<file path="src/rtl/ps2.sv">
// PS/2 keyboard receiver: synchronises PS2_CLK/PS2_DATA, assembles 11-bit frames
// and presents the last two valid scan-code bytes plus status LEDs.
module ps2 #(
    parameter int TIMEOUT_CYCLES = 50000
) (
    input  logic        PS2_CLK,
    input  logic        PS2_DATA,
    input  logic        CLK,
    input  logic        reset,
    output logic [9:0]  LED,
    output logic [15:0] data_out,
    output logic        new_code
);

    localparam int TW = $clog2(TIMEOUT_CYCLES + 1);

    typedef enum logic [1:0] {IDLE, RECV, CHECK} state_t;

    state_t        state_q, state_d;
    logic [1:0]    clk_sync_q, data_sync_q;
    logic          clk_prev_q;
    logic [3:0]    bit_cnt_q, bit_cnt_d;
    logic [9:0]    shift_q, shift_d;
    logic [TW-1:0] tmo_q, tmo_d;
    logic [15:0]   data_q, data_d;
    logic [9:0]    led_q, led_d;
    logic          new_code_q, new_code_d;
    logic          fall;
    logic          bit_val;

    assign fall    = clk_prev_q & ~clk_sync_q[1];
    assign bit_val = data_sync_q[1];

    always_ff @(posedge CLK or negedge reset) begin
        if (!reset) begin
            clk_sync_q  <= 2'b11;
            data_sync_q <= 2'b11;
            clk_prev_q  <= 1'b1;
            state_q     <= IDLE;
            bit_cnt_q   <= '0;
            shift_q     <= '0;
            tmo_q       <= '0;
            data_q      <= '0;
            led_q       <= '0;
            new_code_q  <= 1'b0;
        end else begin
            clk_sync_q  <= {clk_sync_q[0], PS2_CLK};
            data_sync_q <= {data_sync_q[0], PS2_DATA};
            clk_prev_q  <= clk_sync_q[1];
            state_q     <= state_d;
            bit_cnt_q   <= bit_cnt_d;
            shift_q     <= shift_d;
            tmo_q       <= tmo_d;
            data_q      <= data_d;
            led_q       <= led_d;
            new_code_q  <= new_code_d;
        end
    end

    always_comb begin
        state_d    = state_q;
        bit_cnt_d  = bit_cnt_q;
        shift_d    = shift_q;
        tmo_d      = tmo_q;
        data_d     = data_q;
        led_d      = led_q;
        new_code_d = 1'b0;
        case (state_q)
            IDLE: begin
                tmo_d = '0;
                // The start bit is only accepted when it is 0, so CHECK need not re-test it.
                if (fall && !bit_val) begin
                    state_d   = RECV;
                    bit_cnt_d = 4'd1;
                end
            end
            RECV: begin
                if (fall) begin
                    shift_d   = {bit_val, shift_q[9:1]};
                    tmo_d     = '0;
                    bit_cnt_d = bit_cnt_q + 4'd1;
                    if (bit_cnt_q == 4'd10) begin
                        state_d = CHECK;
                    end
                end else if (tmo_q == TW'(TIMEOUT_CYCLES - 1)) begin
                    state_d   = IDLE;
                    bit_cnt_d = '0;
                    tmo_d     = '0;
                end else begin
                    tmo_d = tmo_q + 1'b1;
                end
            end
            CHECK: begin
                state_d   = IDLE;
                bit_cnt_d = '0;
                // shift_q holds {stop, parity, data[7:0]}
                if ((^shift_q[8:0]) && shift_q[9]) begin
                    data_d      = {data_q[7:0], shift_q[7:0]};
                    led_d[7:0]  = shift_q[7:0];
                    led_d[8]    = 1'b0;
                    led_d[9]    = (shift_q[7:0] == 8'hF0);
                    new_code_d  = 1'b1;
                end else begin
                    led_d[8] = 1'b1;
                end
            end
            default: begin
                state_d   = IDLE;
                bit_cnt_d = '0;
            end
        endcase
    end

    assign LED      = led_q;
    assign data_out = data_q;
    assign new_code = new_code_q;

endmodule

</file>
<file path="config.mk">
export PLATFORM = sky130hd
export DESIGN_NAME = ps2
export DESIGN_NICKNAME = d
export VERILOG_FILES = /design/src/rtl/ps2.sv
export SDC_FILE = /design/constraint.sdc
export NUM_CORES = 1
export LEC_CHECK = 0
export ABC_AREA = 1
export CAP_MARGIN = 20
export CELL_PAD_IN_SITES_DETAIL_PLACEMENT = 2
export CELL_PAD_IN_SITES_GLOBAL_PLACEMENT = 2
export CORE_ASPECT_RATIO = 1.75
export CORE_UTILIZATION = 33
export DETAILED_ROUTE_END_ITERATION = 10
export PLACE_DENSITY_LB_ADDON = 0.12
export SYNTH_ARGS = -nofsm -noshare
export SYNTH_HDL_FRONTEND = slang
export SYNTH_SLANG_ARGS = --single-unit
</file>
<file path="constraint.sdc">
create_clock -name CLK -period 1.92 [get_ports CLK]
set_input_delay 0.384 -clock CLK [delete_from_list [all_inputs] [get_ports CLK]]
set_output_delay 0.384 -clock CLK [all_outputs]
set_load 0.01 [all_outputs]
</file>
==> metrics.md <==
| Metric | Value |
|---|---|
| Outcome | finished clean |
| Tmin final | 1.81 ns |
| WL/cell | 17.2 um |
| Remaining DRCs | 0 |
| CTS Root Cell | clkbuf_16 |
| Ant diodes | 0 |
| Yosys cell types | 31 |
| Clock transition at path regs | 0.07 ns |
| Tcrit/Tclk final | 94.4% |
| Clk_skew | 0.00693 ns |
| Routed Antenna Nets | 0 |
| Vias/cell | 5.12 |
| Vias in the first global route | 2,582 |
| Critical Path Max Stage Delay | 0.41 ns |
| # IOs | 31 |
| Post-synth EDFFs | 0 |
| Max-slew violations | 0 |
| CTS max path bufs | 2 |
| Top post-synthesis cells by area | dfrtp_1 (46%), nand2_1 (15%), inv_1 (5.0%) |
| Tot GR Track Use | 19.4% |
| WS Path Type | reg2reg |
| Net Sw Frac | 38.8% |
| Switching power | 1730 uW |
| Power Total | 4460 uW |
| Mapped Area | 2800 um^2 |
| NumNets Final | 390 |
| Internal cell power | 2730 uW |
| Crit path from | shift_q[6] |
| CTS tree | yes |
| Logic gate share of total power | 40.4% |
| Placed cells | 457 |
| Worst Hold Class | in2async |
| Core area | 8260 um^2 |
| DP HPWL | 5.99 mm |
| Mapped Cells | 338 |
| WHS | 0.0605 ns |
| Clk sinks | 56 |
| Synth async-reset ratio | 100% |
| Overflow after GRT | 0 |
| Worst path cell trace | ha_1 -> or2_1 -> nand2_1 -> nand2_2 -> nand2_2 -> nand2_4 -> buf_4 -> nand4_1 -> nand2_1 |
| Largest net degree at the start of global routing | 36 |
| Number of CTS-inserted buffers | 5 |
| Initial antenna violation count | 0 |
| First-pass GRT wire length | 13.0 mm |
| Routed wire length | 8.14 mm |
| Crit path max fanout | 6 |
| Worst setup EP type | register |
| H-tree depth reported by CTS | 2 |
| Synth-to-Final Area Change | 24.1% |
| Syn Nets | 349 |
| Post-synth top flop | dfrtp_1 |
| Final Util | 42.1% |
| Worst vdd ir | 0.00137 V |
| Avg Inst Size Synth | 8.29 um^2 |
| PortBufs | 30 |
| Power Density | 1280 nW/um^2 |
| Crit path max-delay cell type | dfrtp_1 |
| Setup violators final | 0 |
| # rows | 44 |
| Leakage power | 0.00165 uW |
| Slew margin rel. | 64.3% |
| Clk_lat worst skew | 0.30 ns |
| Initial core utilization | 33.9% |
| Clk pwr share | 25.2% |
| Post-synth top area share | 45.5% |
| Yosys warns | 0 |
| Initial DRC count | 86 |
| Die width | 71.7 um |
| Die Footprint | 8880 um^2 |
| RR Startpoint | shift_q[6] |
| Placer Congestion | 0.806 |
| Cell taking the most area after synthesis | dfrtp_1 |
| TritonRoute pass-1 iters | 4 |
| Max Clk Rate | 552 MHz |
| Flop pwr share | 34.4% |
| Finished Layout Cells | 472 |
| CP Launch Type | register |
| Final Hold Viols | 0 |
| Critical path data arrival time | 2.00 ns |
| Worst-margin pin slew | 0.535 ns |
| Layout cells sized above 1 | 12.1% |
| Vert. Die Dim | 124 um |
| Routed via count | 2,416 |
| Sequential area share after synthesis | 50.2% |
| Max Cap Viol | 0 |
| Worst Path Required | 2.10 ns |
| Flops & latches, synth | 56 |
## cells by family after synthesis
family | after synthesis | share of synthesized area, %
compound gates | 34 | 6.43
xor+xnor | 5 | 1.56
fa+ha+maj | 7 | 3.12
buf+inv | 51 | 9.20
flops | 56 | 50.2
simple gates | 185 | 29.5
## critical path: cells and delay by family (launching register included)
kind                       cells  cell delay, ns
adders and majority gates      1            0.32
DFF                            1            0.41
buffers and inverters          1            0.19
and+or+nand+nor                7            0.79
## worst paths after layout
path                                  end  slack (ns)  cells after the start
max in group asynchronous    data_out[13]        1.28                      2
min in group CLK           data_sync_q[1]        0.36                      0
setup / recovery              data_out[5]        0.11                      9
hold reg to reg            data_sync_q[1]        0.36                      0
hold / removal                   tmo_q[0]        0.06                      1
setup reg to reg              data_out[5]        0.11                      9
## stage by stage
stage | setup TNS (ns) | instance area [um^2] | worst slack [ns]
floorplan | 0 | 2800 | 0.218
global placement | 0 | 3200 | 0.175
detailed placement | 0 | 3200 | 0.113
CTS | 0 | 3380 | 0.0979
global route | -0.00497 | 3480 | -0.00497
finish | 0 | 3480 | 0.108
## registers in the layout, summed over array words and instances (netlist names)
register	count
data_out	16
tmo_q	16
shift_q	10
bit_cnt_q	4
LED	2
clk_sync_q	2
data_sync_q	2
state_q	2
clk_prev_q	1
new_code	1
## synthesized netlist by cell type (2+ instances only)
master and count:
nand2_1 109, dfrtp_1 51, inv_1 37, nor2_1 24, nand4_1 20, nand3_1 17
o21ai_0 16, a21oi_1 9, buf_4 8, ha_1 7, dfstp_2 5, o21ai_1 4
xor2_1 4, nand2_2 3, nor2_2 3, buf_6 2, clkbuf_8 2, nand3_2 2
nor3_1 2, o22ai_1 2
## routing by layer
layer  global-route usage [%]  share of wire, %  vias up
met3                     2.43               1.7        9
met5                        0                 0        -
met4                     6.99               1.9        0
met2                     38.7                59       20
li1                         -                 -     1166
met1                     20.3                37     1221
## placed cells by master, fill, tap and decap left out, drive strengths merged
master	netlist	final
dfstp	5	5
clkbuf	3	7
o21ai	20	20
xor2	4	4
nand2	112	112
xnor2	1	1
o21bai	1	1
nor3	2	2
inv	37	37
nand3b	1	1
nor2	28	28
bufinv	0	1
dfrtp	51	51
buf	11	17
nand3	20	22
a31oi	1	1
clkdlybuf4s50	0	29
o22ai	2	2
or2	2	2
a21oi	10	10
ha	7	7
nand4	20	20
## layout make-up
type | count | area [um^2]
tap | 92 | 115
clock inverter | 1 | 30.0
fill | 954 | 4780
multi-input combinational | 233 | 1180
sequential | 56 | 1410
clock buffer | 7 | 153
timing repair buffer | 46 | 452
inverter | 37 | 139
## power by group through the flow
stage | sequential [uW] | combinational, uW | clock [uW]
floorplan | 1500 | 1020 | 0
global placement | 1560 | 1420 | 0
detailed placement | 1570 | 1470 | 0
CTS | 1550 | 1480 | 1170
global route | 1560 | 2020 | 1200
finish | 1530 | 1800 | 1120
## timing repair
item,CTS,global route
endpoints found under the setup margin,0,16
setup buffers,0,5
hold buffers,0,0
resized for setup,0,8
Note: power is estimated with default switching activity, not from simulation.
